$ cat src/rtl/port_alloc_last_rr_pkg.sv
// port_alloc_last_rr_pkg: shared router defaults and a clog2 constant function
package port_alloc_last_rr_pkg;
  localparam int NUM_PORT_DEF  = 5;
  localparam int LOCAL_IDX_DEF = 4;
  localparam int CNT_W_DEF     = 8;
  localparam int PORT_N = 0;
  localparam int PORT_E = 1;
  localparam int PORT_S = 2;
  localparam int PORT_W = 3;
  localparam int PORT_L = 4;
  function automatic int clog2(input int n);
    int r;
    r = 0;
    while ((1 << r) < n) r++;
    return r;
  endfunction
endpackage

$ cat src/rtl/port_alloc_last_rr_rr_pick.sv
// rr_pick: combinational round-robin pick, first set bit of req at or above ptr, wrapping
//   req [N-1:0]  candidate vector
//   ptr [PW-1:0] scan start index
//   gnt [N-1:0]  one-hot grant, zero when req is zero
//   idx [PW-1:0] encoded grant index
module rr_pick #(
  parameter int N  = 5,
  parameter int PW = 3
) (
  input  logic [N-1:0]  req,
  input  logic [PW-1:0] ptr,
  output logic [N-1:0]  gnt,
  output logic [PW-1:0] idx
);
  logic [PW-1:0] j;
  // Scan from the farthest offset down so the nearest hit to ptr wins last.
  always_comb begin
    gnt = '0;
    idx = '0;
    j   = '0;
    for (int i = N - 1; i >= 0; i--) begin
      j = PW'((int'(ptr) + i) % N);
      if (req[j]) begin
        gnt    = '0;
        gnt[j] = 1'b1;
        idx    = j;
      end
    end
  end
endmodule

$ cat src/rtl/port_alloc_last_rr.sv
// port_alloc_last_rr: registered last-stage BLESS port allocator with round-robin deflection
//   clk, reset (async active-low)
//   in_valid, req, avail   flit present, productive request, free ports
//   clr_cnt                synchronous clear of defl_cnt
//   alloc_valid, alloc     registered one-hot grant and its qualifier
//   deflected, no_port     grant is a deflection / flit had no legal port
//   defl_cnt               saturating deflection count, present only with PORT_ALLOC_STATS_EN
module port_alloc_last_rr
  import port_alloc_last_rr_pkg::*;
#(
  parameter int NUM_PORT  = NUM_PORT_DEF,
  parameter int LOCAL_IDX = LOCAL_IDX_DEF,
  parameter int CNT_W     = CNT_W_DEF
) (
  input  logic                clk,
  input  logic                reset,
  input  logic                in_valid,
  input  logic [NUM_PORT-1:0] req,
  input  logic [NUM_PORT-1:0] avail,
  input  logic                clr_cnt,
  output logic                alloc_valid,
  output logic [NUM_PORT-1:0] alloc,
  output logic                deflected,
  output logic                no_port,
  output logic [CNT_W-1:0]    defl_cnt
);
  localparam int PW = clog2(NUM_PORT) < 1 ? 1 : clog2(NUM_PORT);
  localparam logic [NUM_PORT-1:0] LOCAL_MASK = NUM_PORT'(1) << LOCAL_IDX;
  logic [NUM_PORT-1:0] prod, dset, prod_gnt, rr_gnt, alloc_d, alloc_q;
  logic [PW-1:0] rr_idx, ptr_d, ptr_q;
  logic defl, alloc_valid_d, alloc_valid_q, deflected_d, deflected_q, no_port_d, no_port_q;
  assign prod = req & avail;
  // The local port ejects only; it is never a deflection target.
  assign dset = avail & ~LOCAL_MASK;
  rr_pick #(.N(NUM_PORT), .PW(PW)) u_rr_pick (
    .req(dset),
    .ptr(ptr_q),
    .gnt(rr_gnt),
    .idx(rr_idx)
  );
  always_comb begin
    prod_gnt = '0;
    for (int i = 0; i < NUM_PORT; i++) if (prod[i]) prod_gnt = NUM_PORT'(1) << i;
    defl          = in_valid && prod == '0 && req != '0 && dset != '0;
    alloc_valid_d = in_valid;
    alloc_d       = !in_valid ? '0 : prod != '0 ? prod_gnt : defl ? rr_gnt : '0;
    deflected_d   = defl;
    no_port_d     = in_valid && prod == '0 && req != '0 && dset == '0;
    ptr_d         = !defl ? ptr_q : rr_idx == PW'(NUM_PORT - 1) ? '0 : rr_idx + 1'b1;
  end
  always_ff @(posedge clk or negedge reset) begin
    if (!reset) begin
      alloc_valid_q <= 1'b0;
      alloc_q       <= '0;
      deflected_q   <= 1'b0;
      no_port_q     <= 1'b0;
      ptr_q         <= '0;
    end else begin
      alloc_valid_q <= alloc_valid_d;
      alloc_q       <= alloc_d;
      deflected_q   <= deflected_d;
      no_port_q     <= no_port_d;
      ptr_q         <= ptr_d;
    end
  end
  assign alloc_valid = alloc_valid_q;
  assign alloc       = alloc_q;
  assign deflected   = deflected_q;
  assign no_port     = no_port_q;
`ifdef PORT_ALLOC_STATS_EN
  logic [CNT_W-1:0] cnt_d, cnt_q;
  // Clear has priority over a coincident deflection.
  always_comb cnt_d = clr_cnt ? '0 : (defl && cnt_q != '1) ? cnt_q + 1'b1 : cnt_q;
  always_ff @(posedge clk or negedge reset) begin
    if (!reset) cnt_q <= '0;
    else cnt_q <= cnt_d;
  end
  assign defl_cnt = cnt_q;
`else
  logic unused_clr;
  assign unused_clr = clr_cnt;
  assign defl_cnt   = '0;
`endif
endmodule
$ cat config.mk
export PLATFORM = sky130hd
export DESIGN_NAME = port_alloc_last_rr
export DESIGN_NICKNAME = d
export VERILOG_FILES = /design/src/rtl/port_alloc_last_rr_pkg.sv /design/src/rtl/port_alloc_last_rr_rr_pick.sv /design/src/rtl/port_alloc_last_rr.sv
export SDC_FILE = /design/constraint.sdc
export NUM_CORES = 1
export LEC_CHECK = 0
export CAP_MARGIN = 0
export CORE_MARGIN = 5
export CORE_UTILIZATION = 40
export CTS_CLUSTER_SIZE = 20
export DETAILED_ROUTE_END_ITERATION = 7
export GPL_TIMING_DRIVEN = 0
export PLACE_DENSITY = 0.69
export RECOVER_POWER = 100
export SETUP_SLACK_MARGIN = 0.05
export SLEW_MARGIN = 20
export SYNTH_ARGS = -nofsm -noshare
export SYNTH_HDL_FRONTEND = slang
export SYNTH_SLANG_ARGS = --single-unit
$ cat constraint.sdc
create_clock -name clk -period 11.9 [get_ports clk]
set_input_delay 2.38 -clock clk [delete_from_list [all_inputs] [get_ports clk]]
set_output_delay 2.38 -clock clk [all_outputs]
set_load 0.01 [all_outputs]
Word level (Yosys, flattened, before mapping). Index checks and enable logic that the tools add are counted. Widths: inputs -> output; s select.

Input port bits: 14. Bits in registers: 11.

Div/mod/pow operators: 5. Reductions and logical operators: 14. Add/sub/neg operators: 5. Bitwise logic cells: 1. Equal/unequal tests: 1. Mux-type cells: 39. Order comparisons: 10.

Operators by type and width (count): $mod 32x4->32 const B (4); $mux 5 (10); $mod 4x4->32 const B (1); $mux 3 (7); $lt 3x4->1 const B (5); $bmux 1 s3 (5); $demux 1 s3 (5); $ge 3x1->1 const B (5); $reduce_bool 5->1 (3); $mux 1 (11); $logic_not 5->1 (2); $logic_and 1x1->1 (9); $add 3x2->4 const B (2); $and 5x5->5 (1); $add 3x1->4 const B (1); $add 3x3->4 const B (1); $add 3x1->3 const B (1); $eq 3x3->1 const B (1); $mux 2 (1).

Depth between registers and ports, before layout. Gate-level depths: netlist (run 1).

Depth after elaboration: 14. Mapped depth: 20. Depth with buffers taken out: 18.

Cells and area by module. From an unflattened synthesis (run 1), not the netlist that was laid out.

Cell total of the unflattened synthesis: 363. Area total of the unflattened synthesis: 2621.3 µm².

Modules (own cells, without submodules): rr_pick (times used 1, seq. area each 0.0 µm², cells an instance 310, area each 2024.4 µm²); port_alloc_last_rr (times used 1, seq. area each 275.3 µm², cells an instance 53, area each 596.8 µm²).

Worst setup path after synthesis (run 1). Ideal clock, no wire load.

Kind: input port to flip-flop. Start: input port avail[3]. End: register ptr_q[1]. Library setup time: 0.132 ns. Cell stages on the path: 11. Data arrival time: 4.230 ns. Path slack: 7.537 ns. Cell sequence: clkbuf_1 > nor3_1 > mux2_4 > or3_1 > buf_6 > o211ai_1 > a31oi_1 > or2_1 > ha_1 > nand2_1 > o21ai_0.

Longest elaborated chain between the ends: 9. Elaborated cells between the ends (all ways): 24. Those cells by class: add/sub: 1; eq/ne: 1; mux: 16; bitwise: 1; reduce/logical: 5.

Ends and longest elaborated chain: start, declared (line port_alloc_last_rr.sv:19) `input logic [NUM_PORT-1:0] avail,`; $bmux 1 s3 (line port_alloc_last_rr_rr_pick.sv:23) `if (req[j]) begin`; $mux 1 (implied by the code) (line port_alloc_last_rr_rr_pick.sv:23); $mux 3 (5 in a row) (line port_alloc_last_rr_rr_pick.sv:23); $add 3x1->3 or $eq 3x3->1 (tied branches) (line port_alloc_last_rr.sv:49) `ptr_d = !defl ? ptr_q : rr_idx == PW'(NUM_PORT - 1) ? '0 : rr_idx + 1'b1;`; $mux 3 (line port_alloc_last_rr.sv:49); end signal, assigned (line port_alloc_last_rr.sv:63) `ptr_q <= ptr_d;`; end, declared (line port_alloc_last_rr.sv:30) `logic [PW-1:0] rr_idx, ptr_d, ptr_q;`.

Several ways; a longest one is shown, not always the timed one. The select of a mux whose other input is x is not followed. A chain may end at the register's enable or synchronous reset.

Worst setup path after layout (run 1).
Start: register ptr_q[0]. End: register ptr_q[1].

Longest elaborated chain between the ends: 11. Elaborated cells between the ends (all ways): 27. Those cells by class: add/sub: 5; div: 5; eq/ne: 1; mux: 16.

Ends and longest elaborated chain: $add 3x3->4 (line port_alloc_last_rr_rr_pick.sv:22) `j = PW'((int'(ptr) + i) % N);`; $mod 32x4->32 (line port_alloc_last_rr_rr_pick.sv:22); $bmux 1 s3 (line port_alloc_last_rr_rr_pick.sv:23); $mux 1 (implied by the code) (line port_alloc_last_rr_rr_pick.sv:23); $mux 3 (4 in a row) (line port_alloc_last_rr_rr_pick.sv:23); $mux 3 * (line port_alloc_last_rr_rr_pick.sv:23); $add 3x1->3 or $eq 3x3->1 (tied branches) (line port_alloc_last_rr.sv:49); $mux 3 * (line port_alloc_last_rr.sv:49).

Mark *: on every way between the ends. The rest lies on a longest branch, timed or not. The select of a mux whose other input is x is not followed.

==> qor.txt, run 1 <==
Post-cts repair resize count = 0
DR vias = 2392
Slowest stage delay, CP = 0.61 ns
Worst min path class = flop to flop
Final Cell Area = 2750 µm²
Synthesized cell area = 2410 µm²
Crit path cell chain = clkbuf_1 > inv_1 > clkbuf_1 > ha_1 > inv_1 > ha_1 > nor2b_1 > inv_1 > ha_1 > nand2b_1 > o21ai_0 > nor3_1 > a211oi_1 > o2111ai_1 > nand2b_1 > a31oi_1 > or2_0 > ha_1 > nand2_1 > o21ai_0
Slowest-stage cell, CP = o21ai_0
Finished Core Util = 0.467
Routed wire length per instance = 15.0 µm
Worst path most repeated cell = ha_1
Top cell type by total area after synthesis = dfrtp_1
CTS Buffer Depth = 2
Worst skew pair latency = 0.23 ns
Period utilisation layout = 0.514
Worst path buffer plus inverter count = 5
CP top delay family = compound AO/OA/AOI/OAI gates
Dominant synthesized flop cell = dfrtp_1
RSZ-0062 raised after global routing = no
Outcome = finished, final reports clean
Area Growth Syn to Fin = 14.4%
DIE HEIGHT = 87.6 µm
Required @ worst endpoint = 12.00 ns
First-pass GRT wire length = 10500 µm
Die area = 7670 µm²
Worst Setup End Kind = flop
Core Area = 5890 µm²
DRT Wirelength = 6360 µm
Fin cells = 424
CTS tree = done
Remaining antenna violation count = 0
Row count = 28
Number of buffers added for setup after CTS = 0
Netlist cell types = 75
Final Setup Violations = 0
Post-synth EDFFs = 0
CP Class = flop to flop
Syn. warnings = 0
Hpwl dp = 5020 µm
Largest cells by area after synthesis = dfrtp_1 (11%), ha_1 (11%), nand2_1 (5.3%), a21oi_1 (4.0%), o21ai_0 (3.5%)
Detailed Routing Iterations Pass 1 = 4
Final Hold Vio Count = 0
Critical path fanouts, max = 13
Fin nets = 385
Gr ovfl total = 0
Worst-path clk slew = 0.05 ns
Sequential area share after synthesis = 0.114
CTS Hold Buffers Added = 0
Synth async-reset ratio = 1.00
Fin Setup TNS = 0 ns
Worst path arrival time = 6.22 ns
Final min period = 6.12 ns
Clock skew = 0.00418 ns
Largest net degree at the start of global routing = 15
PortBufs = 19
CTS buffer count = 3
Layout cells sized above 1 = 0.132
Die width = 87.6 µm
CTS Sinks = 11
CP startpoint kind = flop
DRT iter0 DRCs = 154
Post-Place Cells = 420
Vias in the first global route = 2212
Max Cap Viol = 0
Via density = 5.64
# diodes = 0
Synth Area per Inst = 7.54 µm²
H-tree Lvls = 1
Starting Density = 0.409
Overall Global Routing Usage = 0.166
Initial antenna violation count = 0
Post-synth top area share = 0.114
Post-Place Cell Area = 2720 µm²
Rel. slew slack = 0.495
Synth Instances = 319
CTS root buffer = clkbuf_8
Fmax = 0.163 GHz
Slew @ Worst Pin = 0.757 ns
I/O pins = 30
GPL Wtd Cong = 0.899
#FFs+latches synth = 11
Final Max Slew Viols = 0
DR DRC count = 0
==> cells in the mapped netlist (all sizes together) (3+ instances only) <==
cell type,instances
a21o,4
nor3b,3
o21bai,3
and3,6
dfrtp,11
clkbuf,8
o22ai,3
o21ai,21
a22oi,5
inv,15
nand2,35
nor3,14
buf,19
ha,21
nand3,4
nand3b,3
nor2,17
and3b,4
or3,3
nor2b,4
o211ai,6
o21a,5
mux2,5
xnor2,10
a21oi,22
a211oi,11
nand2b,13
nor4,5
mux2i,6
or2,3
==> metal layers <==
metal,share of wire,track usage,wire length (µm),vias to the layer above
li1,-,-,-,1221
met1,0.47,0.230,2980,1103
met2,0.48,0.291,3050,66
met3,0.050,0.00659,316,2
met4,0.0027,0.0237,17,0
met5,0,0,0,-
==> worst register-to-register path, stage by stage, from the launching register on <==
cell	delay [ns]
dfrtp_1	0.50
clkbuf_1	0.30
inv_1	0.13
clkbuf_1	0.59
ha_1	0.38
inv_1	0.12
ha_1	0.35
nor2b_1	0.37
inv_1	0.09
ha_1	0.27
nand2b_1	0.20
o21ai_0	0.62
nor3_1	0.09
a211oi_1	0.51
o2111ai_1	0.37
nand2b_1	0.26
a31oi_1	0.28
or2_0	0.19
ha_1	0.24
nand2_1	0.05
o21ai_0	0.08
==> stage by stage <==
stage	setup WS, ns	hold slack [ns]
after CTS	6.61	0.964
after floorplan	7.54	0.787
after global routing	5.30	1.01
after detailed placement	6.60	0.963
final	5.78	0.951
after global placement	6.63	0.949
==> placed cells by master (no fill, tap or decap), drive strengths merged, types with 4 or more instances in the layout <==
cell / instances
ha: 21
nor2: 17
dlygate4sd3: 11
dfrtp: 11
nand3: 4
nor3: 14
clkbuf: 14
o21ai: 21
o21a: 5
a21oi: 22
mux2i: 6
buf: 17
o211ai: 6
a22oi: 5
and3b: 4
inv: 15
conb: 8
nand2: 35
mux2: 5
nor4: 5
nor2b: 4
and3: 6
xnor2: 10
a211oi: 11
a21o: 4
nand2b: 13
clkdlybuf4s50: 8
==> registers in the layout, summed over array words and instances, names as in the netlist <==
signal	flops
no_port	1
alloc	5
alloc_valid	1
deflected	1
ptr_q	3
==> area by class of cell <==
class | count | area, µm²
inverters | 15 | 58.8
flip-flops and latches | 11 | 275
repair buffers | 19 | 190
multi-input cells | 273 | 1930
well taps | 75 | 93.8
clock buffers | 4 | 45.0
fillers | 601 | 3130
plain buffers | 27 | 163
==> cells by family (layout without fill, tap and decap cells) <==
| logic type | count (synthesis) | in the layout | synth area share |
|---|---|---|---|
| and+or+nand+nor | 119 | 119 | 0.265 |
| AOI/OAI and AO/OA | 104 | 104 | 0.315 |
| buffers and inverters | 42 | 65 | 0.0931 |
| adders and majority gates | 21 | 21 | 0.109 |
| muxes | 11 | 11 | 0.0515 |
| DFF | 11 | 11 | 0.114 |
| xor gates and xnor gates | 10 | 10 | 0.0504 |
| other | 1 | 8 | 0.00156 |
==> final timing paths <==
path	start	to	slack [ns]	cells after the start
min in group asynchronous	reset	ptr_q[0]$_DFFE_PN0P_	2.53	1
max reg2reg	ptr_q[0]$_DFFE_PN0P_	ptr_q[1]$_DFFE_PN0P_	5.78	20
max	ptr_q[0]$_DFFE_PN0P_	ptr_q[1]$_DFFE_PN0P_	5.78	20
min reg2reg	ptr_q[1]$_DFFE_PN0P_	ptr_q[1]$_DFFE_PN0P_	0.95	3
max in group asynchronous	reset	no_port$_DFF_PN0_	9.05	1
min	ptr_q[1]$_DFFE_PN0P_	ptr_q[1]$_DFFE_PN0P_	0.95	3
Power of run 1 is left out: the tool's default activity adds up to more than one toggle a clock period on the data nets, which glitch-free logic cannot reach.
==> inputs of run 2 (changes only) <==
Settings changed: PLACE_DENSITY 0.69 to 0.71.
Clock period 11.9 ns to 5.5 ns, I/O delays scaled along.
==> qor.txt, run 2 (same netlist as run 1, synthesis figures left out) <==
Outcome = finished, final reports clean
DR DRC count = 0 (unchanged)
Setup crit start = ptr_q[0]$_DFFE_PN0P_
Area Growth Syn to Fin = 15.3%
Core Area = 5890 µm² (unchanged)
Worst skew pair latency = 0.23 ns (about the same)
Final Max Slew Viols = 0 (unchanged)
Remaining antenna violation count = 0 (unchanged)
Hold worst-path end = ptr_q[1]$_DFFE_PN0P_
Fin Setup TNS = 0 ns (unchanged)
Setup slack, reg-to-reg = 0.47 ns (-5.31 ns)
I/O pins = 30 (unchanged)
RSZ-0062 raised after global routing = no
DRT Wirelength = 6200 µm (-2.5%)
Slowest stage delay, CP = 0.49 ns (-0.12 ns)
Starting Density = 0.409 (unchanged)
Worst path most repeated cell = ha_1
DR vias = 2427 (+1.5%)
Worst path arrival time = 5.13 ns (-1.09 ns)
Slowest-stage cell, CP = dfrtp_1
Routed wire length per instance = 14.6 µm (-2.5%)
Worst-path clk slew = 0.05 ns (about the same)
CP Class = flop to flop
CP top delay family = simple AND/OR/NAND/NOR gates
Die width = 87.6 µm (unchanged)
Largest net degree at the start of global routing = 15 (unchanged)
Overall Global Routing Usage = 0.162 (-0.00397)
Final Setup Violations = 0 (unchanged)
Pre-CTS WS = 0.256 ns (-6.34 ns)
Die area = 7670 µm² (unchanged)
H-tree Lvls = 1 (unchanged)
Detailed Routing Iterations Pass 1 = 4 (unchanged)
CTS tree = done
Clock skew = 0.00494 ns (+0.000752 ns)
Max Cap Viol = 0 (unchanged)
DIE HEIGHT = 87.6 µm (unchanged)
Slew @ Worst Pin = 0.606 ns (-0.151 ns)
Initial antenna violation count = 0 (unchanged)
Worst path buffer plus inverter count = 5 (unchanged)
Fin nets = 385 (unchanged)
Hold depth = 3 (unchanged)
Commonest non-fill, non-tap cell in the layout = nand2_1
Via density = 5.72 (+1.5%)
Period utilisation layout = 0.914 (+0.400)
Worst Setup Slack, final = 0.474 ns (-5.31 ns)
HP Start = ptr_q[1]$_DFFE_PN0P_
CTS Sinks = 11 (unchanged)
Critical path fanouts, max = 13 (unchanged)
Most frequent cells in the layout = nand2_1 (34), ha_1 (21), a21oi_1 (19)
Rel. slew slack = 0.594 (+0.0984)
CTS Buffer Depth = 2 (unchanged)
R2R depth = 20 (unchanged)
Worst R2R End = ptr_q[1]$_DFFE_PN0P_
Worst Setup End Kind = flop
Final Hold Vio Count = 0 (unchanged)
Vias in the first global route = 2169 (-1.9%)
Layout cells sized above 1 = 0.149 (+0.0172)
DRT iter0 DRCs = 130 (-16%)
Row count = 28 (unchanged)
First-pass GRT wire length = 10200 µm (-2.7%)
GPL Wtd Cong = 0.883 (-1.7%)
CTS root buffer = clkbuf_8
CP startpoint kind = flop
CTS buffer count = 3 (unchanged)
Gr ovfl total = 0 (unchanged)
Worst min path class = flop to flop
PortBufs = 19 (unchanged)
Crit path cell chain = buf_2 > inv_1 > buf_2 > ha_1 > inv_1 > ha_1 > nor2b_2 > inv_1 > ha_1 > nand2b_1 > o21ai_2 > o21ai_0 > nor3_2 > o2111ai_2 > nand2b_1 > a31oi_1 > or2_0 > ha_1 > nand2_1 > o21ai_0
Required @ worst endpoint = 5.60 ns (-6.40 ns)
Hpwl dp = 5000 µm (-0.51%)
Fmax = 0.199 GHz (+22%)
R2R Path Start = ptr_q[0]$_DFFE_PN0P_
# diodes = 0 (unchanged)
Final min period = 5.03 ns (-1.09 ns)
Max reg flops = 5 (unchanged)
-- run 2: changes by cell type in the layout (fill, tap and decap cells not counted), sizes merged --
cell           previous run  this run
clkbuf                   14        12
clkdlybuf4s50             8         7
dlygate4sd3              11        12
buf                      17        19
-- run 2: metrics by stage --
step,utilization,instance area (µm²),hold slack [ns],instances
4_1_cts,0.469,2760,0.966,424
6_report,0.472,2780,0.957,424
2_1_floorplan,-,2430,0.787,326
5_1_grt,0.472,2780,1.02,424
3_3_place_gp,0.462,2720,0.938,420
3_5_place_dp,0.462,2720,0.968,420
-- run 2: worst register-to-register path, stage by stage (launching register included) --
cell       delay, ns
dfrtp_1         0.49
buf_2           0.26
inv_1           0.09
buf_2           0.29
ha_1            0.31
inv_1           0.12
ha_1            0.37
nor2b_2         0.29
inv_1           0.08
ha_1            0.26
nand2b_1        0.20
o21ai_2         0.30
o21ai_0         0.17
nor3_2          0.35
o2111ai_2       0.27
nand2b_1        0.22
a31oi_1         0.27
or2_0           0.19
ha_1            0.24
nand2_1         0.05
o21ai_0         0.08
-- run 2: cell type report --
cell class                 instances  area (µm²)
buffer                            27         165
clock buffer                       4        45.0
fill                             594        3110
inverter                          15        58.8
multi-input combinational        273        1950
sequential                        11         275
tap                               75        93.8
timing repair buffer              19         190
-- run 2: worst max path at each step --
stage                                end  cells after the start  slack (ns)
floorplan           ptr_q[1]$_DFFE_PN0P_                     20        1.26
global placement    ptr_q[1]$_DFFE_PN0P_                     20        0.32
detailed placement  ptr_q[1]$_DFFE_PN0P_                     20        0.26
CTS                 ptr_q[1]$_DFFE_PN0P_                     20        0.25
finish              ptr_q[1]$_DFFE_PN0P_                     20        0.47
global route        ptr_q[1]$_DFFE_PN0P_                     20        0.04
-- run 2: per-layer routing --
metal,part of all wire,vias up,track usage,wire [µm]
li1,-,1227,-,-
met1,0.47,1152,0.226,2890
met2,0.49,46,0.282,3040
met3,0.041,2,0.00376,252
met4,0.0031,0,0.0265,19
met5,0,-,0,0
-- run 2: timing repair --
action,CTS,global route
endpoints found under the setup margin,0,2
setup buffers,0,0
resized for setup,0,3
hold buffers,0,0
Power of run 2 is left out for the same reason.
==> inputs of run 3 (changes only) <==
Settings changed: CAP_MARGIN 0 to default, GPL_TIMING_DRIVEN 0 to default.
==> qor.txt, run 3 (same netlist as run 1, synthesis figures left out) <==
Outcome = finished, final reports clean
Post-cts repair resize count = 0 (unchanged)
Clock skew = 0.00200 ns (-0.00293 ns)
Worst Setup End Kind = flop
Core Area = 5890 µm² (unchanged)
Critical path fanouts, max = 14 (+1)
CTS buffer count = 3 (unchanged)
Layout cells sized above 1 = 0.104 (-0.0453)
H-tree Lvls = 1 (unchanged)
Detailed Routing Iterations Pass 1 = 4 (unchanged)
CP startpoint kind = flop
Final Hold Vio Count = 0 (unchanged)
Required @ worst endpoint = 5.61 ns (about the same)
Worst-path clk slew = 0.05 ns (about the same)
Vias in the first global route = 2056 (-5.2%)
CTS Buffer Depth = 2 (unchanged)
Most frequent cells in the layout = nand2_1 (34), ha_1 (21), a21oi_1 (19)
Overall Global Routing Usage = 0.153 (-0.00840)
Commonest non-fill, non-tap cell in the layout = nand2_1
DR DRC count = 0 (unchanged)
Fmax = 0.212 GHz (+6.6%)
Die area = 7670 µm² (unchanged)
Worst skew pair latency = 0.23 ns (about the same)
Starting Density = 0.409 (unchanged)
Hold_ws = 0.713 ns (-0.244 ns)
DIE HEIGHT = 87.6 µm (unchanged)
Largest net degree at the start of global routing = 36 (+21)
Slew @ Worst Pin = 0.721 ns (+0.115 ns)
Hpwl dp = 4550 µm (-8.9%)
Period utilisation layout = 0.857 (-0.0563)
DR vias = 2372 (-2.3%)
CP Class = flop to flop
Area Growth Syn to Fin = 9.41%
CTS root buffer = clkbuf_8
Max reg flops = 5 (unchanged)
CTS Sinks = 11 (unchanged)
Remaining antenna violation count = 0 (unchanged)
DRT iter0 DRCs = 167 (+28%)
Worst path arrival time = 4.82 ns (-0.31 ns)
Fin nets = 364 (-5.5%)
Final min period = 4.72 ns (-0.310 ns)
# diodes = 0 (unchanged)
HP Start = ptr_q[1]$_DFFE_PN0P_
Number of buffers added for setup after CTS = 0 (unchanged)
RSZ-0062 raised after global routing = no
Max Cap Viol = 0 (unchanged)
Finished Core Util = 0.447 (-0.0242)
Worst min path class = flop to flop
Rel. slew slack = 0.518 (-0.0753)
CTS Hold Buffers Added = 0 (unchanged)
DRT Wirelength = 5930 µm (-4.4%)
GPL Wtd Cong = 0.899 (+1.8%)
First-pass GRT wire length = 9780 µm (-4.3%)
Initial antenna violation count = 0 (unchanged)
Final Setup Violations = 0 (unchanged)
Routed wire length per instance = 14.7 µm (+0.55%)
Die width = 87.6 µm (unchanged)
Setup crit start = ptr_q[1]$_DFFE_PN0P_
Final Max Slew Viols = 0 (unchanged)
Fin Setup TNS = 0 ns (unchanged)
Gr ovfl total = 0 (unchanged)
R2R Path Start = ptr_q[1]$_DFFE_PN0P_
CTS tree = done
Via density = 5.89 (+2.8%)
PortBufs = 20 (+1)
I/O pins = 30 (unchanged)
Row count = 28 (unchanged)
run 3: changes by cell type in the layout (fill, tap and decap cells not counted), moves of 2 or more:
cell | before | now
buf_2 | 6 | 0
buf_4 | 11 | 5
buf_6 | 2 | 0
clkbuf_1 | 9 | 1
run 3: cell type report:
class                      count  area, µm²
fill                         585       3250
clock buffer                   4       45.0
timing repair buffer          25        238
inverter                      15       58.8
sequential                    11        275
tap                           75       93.8
multi-input combinational    273       1920
run 3: worst paths after layout:
path,depth (start not counted),end,slack (ns)
worst max-delay path,18,ptr_q[1]$_DFFE_PN0P_,0.78
min in group asynchronous,1,ptr_q[2]$_DFFE_PN0P_,1.26
worst min register to register,2,ptr_q[1]$_DFFE_PN0P_,0.71
worst min-delay path,2,ptr_q[1]$_DFFE_PN0P_,0.71
worst max register to register,18,ptr_q[1]$_DFFE_PN0P_,0.78
max in group asynchronous,1,alloc_valid$_DFF_PN0_,3.93
run 3: worst max-delay path, cell delays in order, from the launching register on:
cell	delay, ns
dfrtp_1	0.41
inv_4	0.18
ha_1	0.30
inv_1	0.11
ha_1	0.45
nor2b_1	0.38
inv_1	0.09
ha_1	0.27
nand2b_1	0.20
o21ai_2	0.30
nor3_1	0.08
a211oi_1	0.49
o2111ai_1	0.35
nand2b_1	0.26
a31oi_1	0.23
or2_1	0.13
ha_1	0.21
nand2_1	0.06
o21ai_0	0.07
run 3: metal layers:
metal / up-vias / wire (µm) / track usage
li1: 1181 / - / -
met3: 6 / 304 / 0.0122
met1: 1114 / 2740 / 0.216
met2: 71 / 2820 / 0.249
met4: 0 / 63 / 0.0446
met5: - / 0 / 0
run 3: per-stage QoR:
step | instance area, µm² | setup WS, ns | instances
6_report | 2630 | 0.784 | 403
5_1_grt | 2630 | 0.505 | 403
4_1_cts | 2640 | 0.814 | 403
3_5_place_dp | 2600 | 0.829 | 399
3_3_place_gp | 2600 | 0.930 | 399
2_1_floorplan | 2430 | 1.26 | 326
Power of run 3 is left out for the same reason.
